<file path="config.mk">
export PLATFORM = sky130hd
export DESIGN_NAME = hps_led_sequencer
export DESIGN_NICKNAME = d
export VERILOG_FILES = /design/src/rtl/hps_led_pkg.sv /design/src/rtl/hps_led_cmd_filter.sv /design/src/rtl/hps_led_sequencer.sv
export SDC_FILE = /design/constraint.sdc
export NUM_CORES = 1
export LEC_CHECK = 0
export BUFFER_PORTS_ARGS = -buffer_cell sky130_fd_sc_hd__buf_2
export CORE_UTILIZATION = 45
export DETAILED_ROUTE_END_ITERATION = 8
export GPL_ROUTABILITY_DRIVEN = 0
export PLACE_DENSITY = 0.6
export SLEW_MARGIN = 25
export SYNTH_ARGS = -nofsm -noshare
export SYNTH_HDL_FRONTEND = slang
export SYNTH_SLANG_ARGS = --single-unit
</file>
<file path="constraint.sdc">
create_clock -name clk_100_clk -period 1.9 [get_ports clk_100_clk]
set_input_delay 0.57 -clock clk_100_clk [delete_from_list [all_inputs] [get_ports clk_100_clk]]
set_output_delay 0.57 -clock clk_100_clk [all_outputs]
set_load 0.02 [all_outputs]
</file>
<file path="src/rtl/hps_led_pkg.sv">
// Shared types and helpers for the HPS-driven LED sequencer.
// The adopted PIO command doubles as the pattern FSM state.
package hps_led_pkg;

    typedef enum logic [1:0] {
        MODE_OFF     = 2'd0,
        MODE_ON      = 2'd1,
        MODE_CHASE   = 2'd2,
        MODE_BREATHE = 2'd3
    } mode_t;

    // Counter width able to hold 0..terminal-1, never narrower than one bit
    function automatic int cnt_width(input int terminal);
        return (terminal <= 1) ? 1 : $clog2(terminal);
    endfunction

endpackage

</file>
<file path="src/rtl/hps_led_cmd_filter.sv">
// Stability filter for the 2-bit HPS PIO command; adopts a command only
// after it has been seen unchanged for STABLE_CYCLES consecutive samples.
module hps_led_cmd_filter
    import hps_led_pkg::*;
#(
    parameter int STABLE_CYCLES = 1024
) (
    input  logic       clk,
    input  logic       rst_n,
    input  logic       clear,
    input  logic [1:0] pio_cmd,
    output mode_t      mode_o,
    output logic       mode_change,
    output logic       adopt
);

    localparam int            CW       = cnt_width(STABLE_CYCLES);
    localparam logic [CW-1:0] CNT_LAST = CW'(STABLE_CYCLES - 1);

    logic [1:0]    cmd_q, cmd_d;
    mode_t         cand_q, cand_d;
    logic [CW-1:0] cnt_q, cnt_d;
    mode_t         mode_q, mode_d;
    logic          change_q, change_d;

    always_comb begin
        cmd_d    = pio_cmd;
        cand_d   = cand_q;
        cnt_d    = cnt_q;
        mode_d   = mode_q;
        change_d = 1'b0;
        if (mode_t'(cmd_q) != cand_q) begin
            cand_d = mode_t'(cmd_q);
            cnt_d  = '0;
        end else if (cnt_q != CNT_LAST) begin
            cnt_d = cnt_q + 1'b1;
        end else if (cand_q != mode_q) begin
            mode_d   = cand_q;
            change_d = 1'b1;
        end
    end

    // Hold from the top clears the filter exactly like reset does
    always_ff @(posedge clk) begin
        if (!rst_n || clear) begin
            cmd_q    <= 2'b00;
            cand_q   <= MODE_OFF;
            cnt_q    <= '0;
            mode_q   <= MODE_OFF;
            change_q <= 1'b0;
        end else begin
            cmd_q    <= cmd_d;
            cand_q   <= cand_d;
            cnt_q    <= cnt_d;
            mode_q   <= mode_d;
            change_q <= change_d;
        end
    end

    assign mode_o      = mode_q;
    assign mode_change = change_q;
    assign adopt       = change_d;

endmodule

</file>
<file path="src/rtl/hps_led_sequencer.sv">
// LED pattern engine driven by the filtered HPS PIO command: off, on,
// one-hot chase and PWM breathe, blanked while the HPS holds the fabric.
module hps_led_sequencer
    import hps_led_pkg::*;
#(
    parameter int NUM_LEDS      = 4,
    parameter int STABLE_CYCLES = 1024,
    parameter int STEP_CYCLES   = 25_000_000,
    parameter int PWM_BITS      = 8,
    parameter int RAMP_CYCLES   = 390_625
) (
    input  logic                clk_100_clk,
    input  logic                reset_reset_n,
    input  logic [1:0]          pio_cmd,
    input  logic                h2f_reset,
    input  logic                ninit_done,
    output logic [NUM_LEDS-1:0] led,
    output logic [1:0]          mode_o,
    output logic                mode_change
);

    localparam int                  SW        = cnt_width(STEP_CYCLES);
    localparam int                  RW        = cnt_width(RAMP_CYCLES);
    localparam logic [SW-1:0]       STEP_LAST = SW'(STEP_CYCLES - 1);
    localparam logic [RW-1:0]       RAMP_LAST = RW'(RAMP_CYCLES - 1);
    localparam logic [PWM_BITS-1:0] DUTY_MAX  = {PWM_BITS{1'b1}};

    logic                hold_q, hold_d;
    mode_t               mode_cur;
    logic                adopt;
    logic [SW-1:0]       step_q, step_d;
    logic [RW-1:0]       ramp_q, ramp_d;
    logic [PWM_BITS-1:0] pwm_q, pwm_d;
    logic [PWM_BITS-1:0] duty_q, duty_d;
    logic                dir_down_q, dir_down_d;
    logic [NUM_LEDS-1:0] chase_q, chase_d;
    logic [NUM_LEDS-1:0] led_q, led_d;

    hps_led_cmd_filter #(
        .STABLE_CYCLES(STABLE_CYCLES)
    ) u_filter (
        .clk        (clk_100_clk),
        .rst_n      (reset_reset_n),
        .clear      (hold_q),
        .pio_cmd    (pio_cmd),
        .mode_o     (mode_cur),
        .mode_change(mode_change),
        .adopt      (adopt)
    );

    always_comb begin
        hold_d     = h2f_reset | ninit_done;
        step_d     = step_q;
        ramp_d     = ramp_q;
        pwm_d      = pwm_q;
        duty_d     = duty_q;
        dir_down_d = dir_down_q;
        chase_d    = chase_q;
        led_d      = '0;

        // A newly adopted mode restarts every pattern and swallows any wrap on this edge
        if (adopt) begin
            step_d     = '0;
            ramp_d     = '0;
            pwm_d      = '0;
            duty_d     = '0;
            dir_down_d = 1'b0;
            chase_d    = NUM_LEDS'(1);
        end else begin
            case (mode_cur)
                MODE_CHASE: begin
                    if (step_q == STEP_LAST) begin
                        step_d  = '0;
                        chase_d = {chase_q[NUM_LEDS-2:0], chase_q[NUM_LEDS-1]};
                    end else begin
                        step_d = step_q + 1'b1;
                    end
                end
                MODE_BREATHE: begin
                    pwm_d = pwm_q + 1'b1;
                    if (ramp_q == RAMP_LAST) begin
                        ramp_d = '0;
                        // Turn around on arrival so each extreme lasts one ramp period
                        if (!dir_down_q) begin
                            duty_d = duty_q + 1'b1;
                            if (duty_d == DUTY_MAX) dir_down_d = 1'b1;
                        end else begin
                            duty_d = duty_q - 1'b1;
                            if (duty_d == '0) dir_down_d = 1'b0;
                        end
                    end else begin
                        ramp_d = ramp_q + 1'b1;
                    end
                end
                default: ;
            endcase
        end

        case (mode_cur)
            MODE_OFF:     led_d = '0;
            MODE_ON:      led_d = '1;
            MODE_CHASE:   led_d = chase_q;
            MODE_BREATHE: led_d = {NUM_LEDS{pwm_q < duty_q}};
            default:      led_d = '0;
        endcase
    end

    always_ff @(posedge clk_100_clk) begin
        if (!reset_reset_n || hold_q) begin
            hold_q     <= reset_reset_n ? hold_d : 1'b0;
            step_q     <= '0;
            ramp_q     <= '0;
            pwm_q      <= '0;
            duty_q     <= '0;
            dir_down_q <= 1'b0;
            chase_q    <= '0;
            led_q      <= '0;
        end else begin
            hold_q     <= hold_d;
            step_q     <= step_d;
            ramp_q     <= ramp_d;
            pwm_q      <= pwm_d;
            duty_q     <= duty_d;
            dir_down_q <= dir_down_d;
            chase_q    <= chase_d;
            led_q      <= led_d;
        end
    end

    assign led    = led_q;
    assign mode_o = mode_cur;

endmodule

</file>
==> reports/qor.log, run 1 <==
INFO  setup_path     critical_path.startpoint_type=flip-flop
INFO  setup_path     crit_required=2200ps
INFO  route          drt.antenna.violating_nets=0
INFO  global_route   grt.met1_usage=25.4%
INFO  timing         rsz0062_at_grt=true
INFO  timing         final.setup.worst_slack=-5.08ps
INFO  route          detail_route.wirelength=8510um
INFO  power          worst_ir_drop_vdd=0.343mV
INFO  setup_path     worst_r2r_path_depth=5
INFO  cts            cts_num_sinks=87
INFO  route          firstDrtPassIters=4
INFO  floorplanning  coreArea=9200um2
INFO  setup_path     cp-endpoint=dir_down_q
INFO  setup_path     worstSetupEndpointType=flip-flop
INFO  setup_path     crit-reg2reg-capture=dir_down_q
INFO  route          wl_per_cell=13.0um
INFO  synth          number_of_instances_in_the_synthesized_netlist=488
INFO  placement      detailed_place.area=4680um2
INFO  cts            clock_path_buffers=2
INFO  setup_path     cp_max_fo=6
INFO  run_status     status=finished with violations
INFO  cts            cts_tree=built
INFO  cells_and_area finalNetCount=560
INFO  global_route   largest_net_degree_at_the_start_of_global_routing=26
INFO  floorplanning  num_io_pins=13
INFO  placement      pre_cts_ws=23.9ps
INFO  setup_path     worstSetupPathType=flip-flop to flip-flop
INFO  timing         timing.slew.headroom=65.6%
INFO  global_route   grt.total_usage=18.5%
INFO  floorplanning  die_w=99.0um
INFO  floorplanning  die_boundary_height=99.0um
INFO  global_route   grt_util_met3=2.55%
INFO  job            timing.max_cap.violations=0
INFO  cells_and_area multi_input_area=2400um2
INFO  cts            post_cts_hold_buffer_count=0
INFO  global_route   number_of_global_route_vias_before_repair=3147
INFO  synth          seq_area_frac_synth=41.1%
INFO  cts            clock_root_buffer=sky130_fd_sc_hd__clkbuf_8
INFO  synth          avgSynthCellArea=8.68um2
INFO  route          total_via_count_after_detailed_routing=3374
INFO  route          post-route-drc-count=0
INFO  cts            cts.clk_slew.worst_paths=80ps
INFO  timing         final_count_of_negative_setup_slack_endpoints=1
INFO  global_route   global_route_wire_length_before_repair=14500um
INFO  timing         hold_viol_final=0
INFO  setup_path     critPathArrivalTime=2200ps
INFO  cells_and_area area_delta_synth_final=16.2%
INFO  synth          synth.top_cells.by_area=sky130_fd_sc_hd__dfxtp_1 41%, sky130_fd_sc_hd__xor2_1 7.4%, sky130_fd_sc_hd__nor2_1 7.2%
INFO  floorplanning  rows=35
INFO  power          pd_cells=621nW/um2
INFO  global_route   global_routing_usage_on_met2=29.2%
INFO  floorplanning  dieArea=9810um2
INFO  power          cellLeakagePower=1.83nW
INFO  timing         final_sum_of_negative_setup_slack=-5.08ps
INFO  synth          syn-num-nets=510
INFO  setup_path     setup.reg_to_reg.worst_slack=-5ps
INFO  global_route   grt_antenna_before_repair=0
INFO  placement      detailedPlacementHpwl=6250um
INFO  cts            cts_inserted_buffers=9
INFO  synth          yosysWarningCount=0
INFO  cts            htreeDepth=3
INFO  timing         timing.fmax=525MHz
INFO  route          iteration_0_drc_count_of_the_detailed_router=72
INFO  worst_hold_path hp-class=input pin to flip-flop
INFO  setup_path     startpoint=ramp_q[4]
INFO  timing         timing.clock.skew=8.12ps
INFO  timing         worstMarginPinSlew=511ps
INFO  timing         finalCritPeriodShare=100%
INFO  cells_and_area post-route-cell-area=4920um2
INFO  cells_and_area fillCellCount=881
INFO  run_status     violations=negative setup slack
INFO  synth          synth_seq_cells=87
INFO  cells_and_area register_area=1750um2
INFO  timing         timing.final.crit_period=1910ps
INFO  synth          synth_cell_type_count=51
INFO  cts            insertion_delay=350ps
INFO  cells_and_area final_layout_size_suffix_gt1_share=18.5%
INFO  placement      io_buffers=12
INFO  floorplanning  initial_utilization=46.1%
INFO  cells_and_area final_cell_mix=81 x sky130_fd_sc_hd__nor2_1, 81 x sky130_fd_sc_hd__dfxtp_1, 44 x sky130_fd_sc_hd__nand2_1
INFO  global_route   grt_busiest_layer=met2
INFO  cells_and_area antenna_cells=0
INFO  synth          syn-cell-area=4240um2
INFO  synth          synth.top_cell.area_share=41.1%
INFO  setup_path     worstReg2RegStart=ramp_q[4]
INFO  route          drt-vias-per-instance=5.17
INFO  global_route   grt.overflow.total=0
INFO  timing         count_of_final_max_slew_check_failures=0
INFO  synth          synth_top_cell_by_area=sky130_fd_sc_hd__dfxtp_1
## power by group
| group | switching, mW | internal, mW |
|---|---|---|
| Combinational | 0.0486 | 0.0307 |
| Sequential | 0.00521 | 1.83 |
| Clock | 0.640 | 0.503 |
| Total | 0.694 | 2.36 |
## critical path: stages, from the launching register on
cell                      delay, ps
sky130_fd_sc_hd__dfxtp_2        330
sky130_fd_sc_hd__or3_4          400
sky130_fd_sc_hd__nor4_4         340
sky130_fd_sc_hd__nand3_4        160
sky130_fd_sc_hd__or4b_4         510
sky130_fd_sc_hd__a21oi_2        110
## through the flow
stage / hold slack [ps] / power, mW / utilization (%) / cells
6_report: 411 / 3.05 / 53.5 / 653
5_1_grt: 412 / 3.18 / 53.5 / 653
4_1_cts: 400 / 3.10 / 52.8 / 648
3_5_place_dp: 466 / 1.96 / 50.9 / 633
3_3_place_gp: 454 / 1.95 / 50.9 / 633
2_1_floorplan: 434 / 1.93 / - / 488
## sequential cells by signal, summed over array words and instances (netlist names), 4 cells and up
register / count
step_q: 25
ramp_q: 19
u_filter.cnt_q: 10
duty_q: 8
pwm_q: 8
chase_q: 4
led: 4
## worst min path at each step
| stage | startpoint | endpoint | slack [ps] | cells past startpoint |
|---|---|---|---|---|
| after detailed placement | u_filter.cmd_q[1] | u_filter.cand_q[1] | 470 | 1 |
| final | h2f_reset | hold_q | 410 | 2 |
| after global routing | h2f_reset | hold_q | 410 | 2 |
| after CTS | h2f_reset | hold_q | 400 | 2 |
| after floorplan | chase_q[0] | led[0] | 430 | 2 |
| after global placement | chase_q[1] | led[1] | 450 | 2 |
## what timing repair did
| action | CTS | global route |
|---|---|---|
| setup buffers | 0 | 5 |
| endpoints found under the setup margin | 0 | 30 |
| hold endpoints to repair | 0 | 0 |
| gates resized for setup | 0 | 12 |
## synthesized netlist by cell type, drive strengths merged
master    n
or4b      3
a21o      1
o22ai     2
nor3b     1
nand2    44
clkbuf    9
a2111o    1
nor2     81
a21oi    10
and2     12
xor2     36
a31oi     3
nor2b     3
buf       8
and3     12
nand2b    3
nor4      8
nand3    27
nand4bb   1
xnor2    29
inv      14
o41ai     1
a211oi    5
dfxtp    87
and4b     1
nand4    22
a2111oi   1
o2111ai   1
or2       3
nand4b    4
nor4b     1
and4      6
o21ai     4
nor3     11
o21a      2
ha       16
or4bb     1
and3b     1
nand3b    3
mux2i     6
or3       4
## layout make-up
type | count | area share [%]
multi-input cells | 370 | 48.8
well taps | 111 | 2.82
clock buffers | 10 | 2.80
flip-flops and latches | 87 | 35.6
repair buffers | 56 | 8.26
clock inverters | 5 | 0.686
inverters | 14 | 1.07
## layer usage
metal | vias to the layer above | part of all wire, % | wire length [um]
met5 | - | 0 | 0
li1 | 1775 | - | -
met2 | 43 | 45 | 3800
met3 | 13 | 2.4 | 205
met1 | 1543 | 51 | 4370
met4 | 0 | 1.7 | 143
## kinds of logic after synthesis
family / after synthesis / share of synthesized area (%)
AOI/OAI and AO/OA: 31 / 4.73
xor gates and xnor gates: 65 / 13.4
adders and majority gates: 16 / 4.73
buffers and inverters: 31 / 3.31
DFF: 87 / 41.1
muxes: 6 / 1.42
and+or+nand+nor: 252 / 31.3
(Power assumes the default switching activity.)
==> inputs of run 2 (changes only) <==
--- a/config.mk
+++ b/config.mk
@@ -6,6 +6,7 @@
 export NUM_CORES = 1
 export LEC_CHECK = 0
 export BUFFER_PORTS_ARGS = -buffer_cell sky130_fd_sc_hd__buf_2
+export CORE_MARGIN = 2
 export CORE_UTILIZATION = 45
 export DETAILED_ROUTE_END_ITERATION = 8
 export GPL_ROUTABILITY_DRIVEN = 0
==> constraint.sdc (replaced) <==
create_clock -name clk_100_clk -period 1.67 [get_ports clk_100_clk]
set_input_delay 0.501 -clock clk_100_clk [delete_from_list [all_inputs] [get_ports clk_100_clk]]
set_output_delay 0.501 -clock clk_100_clk [all_outputs]
set_load 0.02 [all_outputs]
==> reports/qor.log, run 2 (synthesis results as in run 1) <==
INFO  cells_and_area fin_cells=700 [+7.2%]
INFO  cts            cts_num_sinks=87 [unchanged]
INFO  setup_path     worstReg2RegStart=ramp_q[0]
INFO  route          detail_route.wirelength=9750um [+14%]
INFO  worst_hold_path hp-class=input pin to flip-flop
INFO  setup_path     worstSetupEndpointType=flip-flop
INFO  cells_and_area layout_commonest_cell=sky130_fd_sc_hd__buf_4
INFO  timing         timing.slew.headroom=68.0% [+2.3 points]
INFO  cells_and_area antenna_cells=0 [unchanged]
INFO  placement      detailedPlacementHpwl=6860um [+9.8%]
INFO  timing         finalCritPeriodShare=111% [+11 points]
INFO  route          firstDrtPassIters=4 [unchanged]
INFO  cts            insertion_delay=350ps [about the same]
INFO  floorplanning  die_w=101um [+2.0%]
INFO  cells_and_area area_delta_synth_final=34.5%
INFO  setup_path     critical_path.startpoint_type=flip-flop
INFO  timing         timing.fmax=539MHz [+2.6%]
INFO  cts            cts_inserted_buffers=9 [unchanged]
INFO  global_route   global_routing_usage_on_met2=33.9% [+4.8 points]
INFO  route          wl_per_cell=13.9um [+6.8%]
INFO  worst_hold_path worstHoldStart=h2f_reset
INFO  timing         timing.clock.skew=7.98ps [-0.140 ps]
INFO  placement      detailed_place.area=5060um2 [+8.0%]
INFO  cts            clock_root_buffer=sky130_fd_sc_hd__clkbuf_8
INFO  global_route   grt.met1_usage=24.9% [-0.45 points]
INFO  setup_path     setup.reg_to_reg.worst_slack=-190ps [-180 ps]
INFO  cells_and_area post-route-cell-area=5700um2 [+16%]
INFO  setup_path     worst_r2r_path_depth=8 [+3]
INFO  timing         rsz0062_at_grt=true
INFO  route          iteration_0_drc_count_of_the_detailed_router=91 [+26%]
INFO  timing         worstMarginPinSlew=480ps [-30.2 ps]
INFO  global_route   grt.total_usage=19.5% [+0.97 points]
INFO  timing         final_count_of_negative_setup_slack_endpoints=23 [+22]
INFO  global_route   grt_busiest_layer=met2
INFO  cts            clock_path_buffers=2 [unchanged]
INFO  setup_path     crit_required=1950ps [-250 ps]
INFO  setup_path     worst_path_max_delay_cell=sky130_fd_sc_hd__nor4_4
INFO  timing         final.setup.worst_slack=-186ps [-181 ps]
INFO  global_route   largest_net_degree_at_the_start_of_global_routing=18 [-31%]
INFO  placement      dp_cells=674 [+6.5%]
INFO  job            timing.max_cap.violations=0 [unchanged]
INFO  global_route   grt_antenna_before_repair=0 [unchanged]
INFO  cells_and_area largest_register=step_q
INFO  power          post-layout-total-power=3.76mW [+23%]
INFO  floorplanning  num_io_pins=13 [unchanged]
INFO  route          post-route-drc-count=0 [unchanged]
INFO  cells_and_area register_area=1770um2 [+1.3%]
INFO  cells_and_area finalNetCount=607 [+8.4%]
INFO  cts            cts.clk_slew.worst_paths=80ps [about the same]
INFO  cells_and_area largest_register_ff_count=25 [unchanged]
INFO  floorplanning  dieArea=10200um2 [+4.1%]
INFO  route          drt-vias-per-instance=5.18 [+0.23%]
INFO  power          cellLeakagePower=2.18nW [+19%]
INFO  floorplanning  rows=35 [unchanged]
INFO  run_status     status=finished with violations
INFO  cts            cts_tree=built
INFO  cells_and_area multi_input_area=2720um2 [+13%]
INFO  power          worst_ir_drop_vdd=0.488mV [+42%]
INFO  timing         count_of_final_max_slew_check_failures=0 [unchanged]
INFO  placement      io_buffers=12 [unchanged]
INFO  worst_hold_path hold_path_end=hold_q
INFO  floorplanning  initial_utilization=46.1% [unchanged]
INFO  cells_and_area final_layout_size_suffix_gt1_share=32.9% [+14 points]
INFO  floorplanning  coreArea=9200um2 [unchanged]
INFO  setup_path     crit_chain=inv_4, ha_4, nand4bb_1, nor4_4, nand3_4, buf_4, or3_1, a21oi_1
INFO  global_route   number_of_global_route_vias_before_repair=3620 [+15%]
INFO  floorplanning  die_boundary_height=101um [+2.0%]
INFO  setup_path     critPathArrivalTime=2140ps [-60 ps]
INFO  cts            post_cts_hold_buffer_count=0 [unchanged]
INFO  run_status     violations=negative setup slack
INFO  power          pd_cells=660nW/um2 [+6.3%]
INFO  setup_path     crit-reg2reg-capture=duty_q[7]
INFO  global_route   global_route_wire_length_before_repair=16200um [+12%]
INFO  global_route   grt.overflow.total=0 [unchanged]
INFO  setup_path     cpPeakStageDelay=380ps [-130 ps]
INFO  cells_and_area largest_registers=step_q (25), ramp_q (19), u_filter.cnt_q (10)
INFO  timing         final_sum_of_negative_setup_slack=-1480ps [-1480 ps]
INFO  cts            htreeDepth=3 [unchanged]
INFO  global_route   grt_util_met3=3.95% [+1.4 points]
INFO  timing         timing.final.crit_period=1860ps [-49.1 ps]
INFO  worst_hold_path timing.hold.worst_path_depth=2 [unchanged]
INFO  cells_and_area final_cell_mix=81 x sky130_fd_sc_hd__buf_4, 79 x sky130_fd_sc_hd__nor2_1, 69 x sky130_fd_sc_hd__dfxtp_1
INFO  placement      pre_cts_ws=-165ps [-189 ps]
INFO  setup_path     worstSetupPathType=flip-flop to flip-flop
INFO  route          drt.antenna.violating_nets=0 [unchanged]
INFO  setup_path     cp_max_fo=5 [-1]
INFO  cells_and_area fillCellCount=786 [-11%]
INFO  route          total_via_count_after_detailed_routing=3625 [+7.4%]
INFO  timing         hold_viol_final=0 [unchanged]
==> run 2: changes by cell type in the layout (fill, tap and decap cells not counted), sizes merged <==
| cell | before | now |
|---|---|---|
| buf | 56 | 100 |
| bufinv | 0 | 2 |
| clkbuf | 10 | 12 |
| clkinv | 2 | 1 |
| clkinvlp | 2 | 0 |
| or2 | 3 | 5 |
==> run 2: routing by layer <==
layer,up-vias,wire [um]
li1,1872,-
met1,1709,4730
met2,35,4730
met3,9,194
met4,0,94
met5,-,0
==> run 2: how the worst max path moves through the flow <==
stage          startpoint         end  slack, ps  cells after the start
2_1_floorplan   ramp_q[1]  dir_down_q       -220                      7
6_report        ramp_q[0]   duty_q[7]       -190                      8
3_3_place_gp    ramp_q[1]  dir_down_q       -130                      7
4_1_cts         ramp_q[0]  dir_down_q       -190                      7
3_5_place_dp    ramp_q[1]  dir_down_q       -160                      7
5_1_grt         ramp_q[0]   duty_q[7]       -280                      8
==> run 2: per-stage QoR <==
stage,hold slack (ps),util (%)
detailed placement,465,55.0
global route,345,62.0
global placement,453,55.0
floorplan,434,-
CTS,343,58.1
finish,348,62.0
==> run 2: timing repair <==
item / 4_1_cts / 5_1_grt
gates cloned: 1 / 2
setup endpoints to repair: 42 / 62
gates resized for setup: 14 / 63
pin swaps: 8 / 31
setup buffers: 3 / 5
==> run 2: power by group <==
group	total (mW)	internal, mW	leakage [nW]	switching (mW)
clock	1.56	0.835	0.104	0.726
sequential	2.08	2.07	0.712	0.00740
combinational	0.117	0.0529	1.36	0.0639
total	3.76	2.96	2.18	0.798
==> run 2: cell type report <==
cell class                 count  share of cell area [%]
multi-input combinational    372                    47.7
sequential                    87                    31.1
timing repair buffer         101                    14.1
tap                          111                    2.44
clock buffer                  11                    2.31
clock inverter                 4                    1.25
inverter                      14                    1.01
==> run 2: critical path: cells and delay by family, from the launching register on <==
family                     cells  cell delay [ps]
DFF                            1              350
adders and majority gates      1              110
AOI/OAI and AO/OA              1              130
and+or+nand+nor                4              970
buffers and inverters          2              230
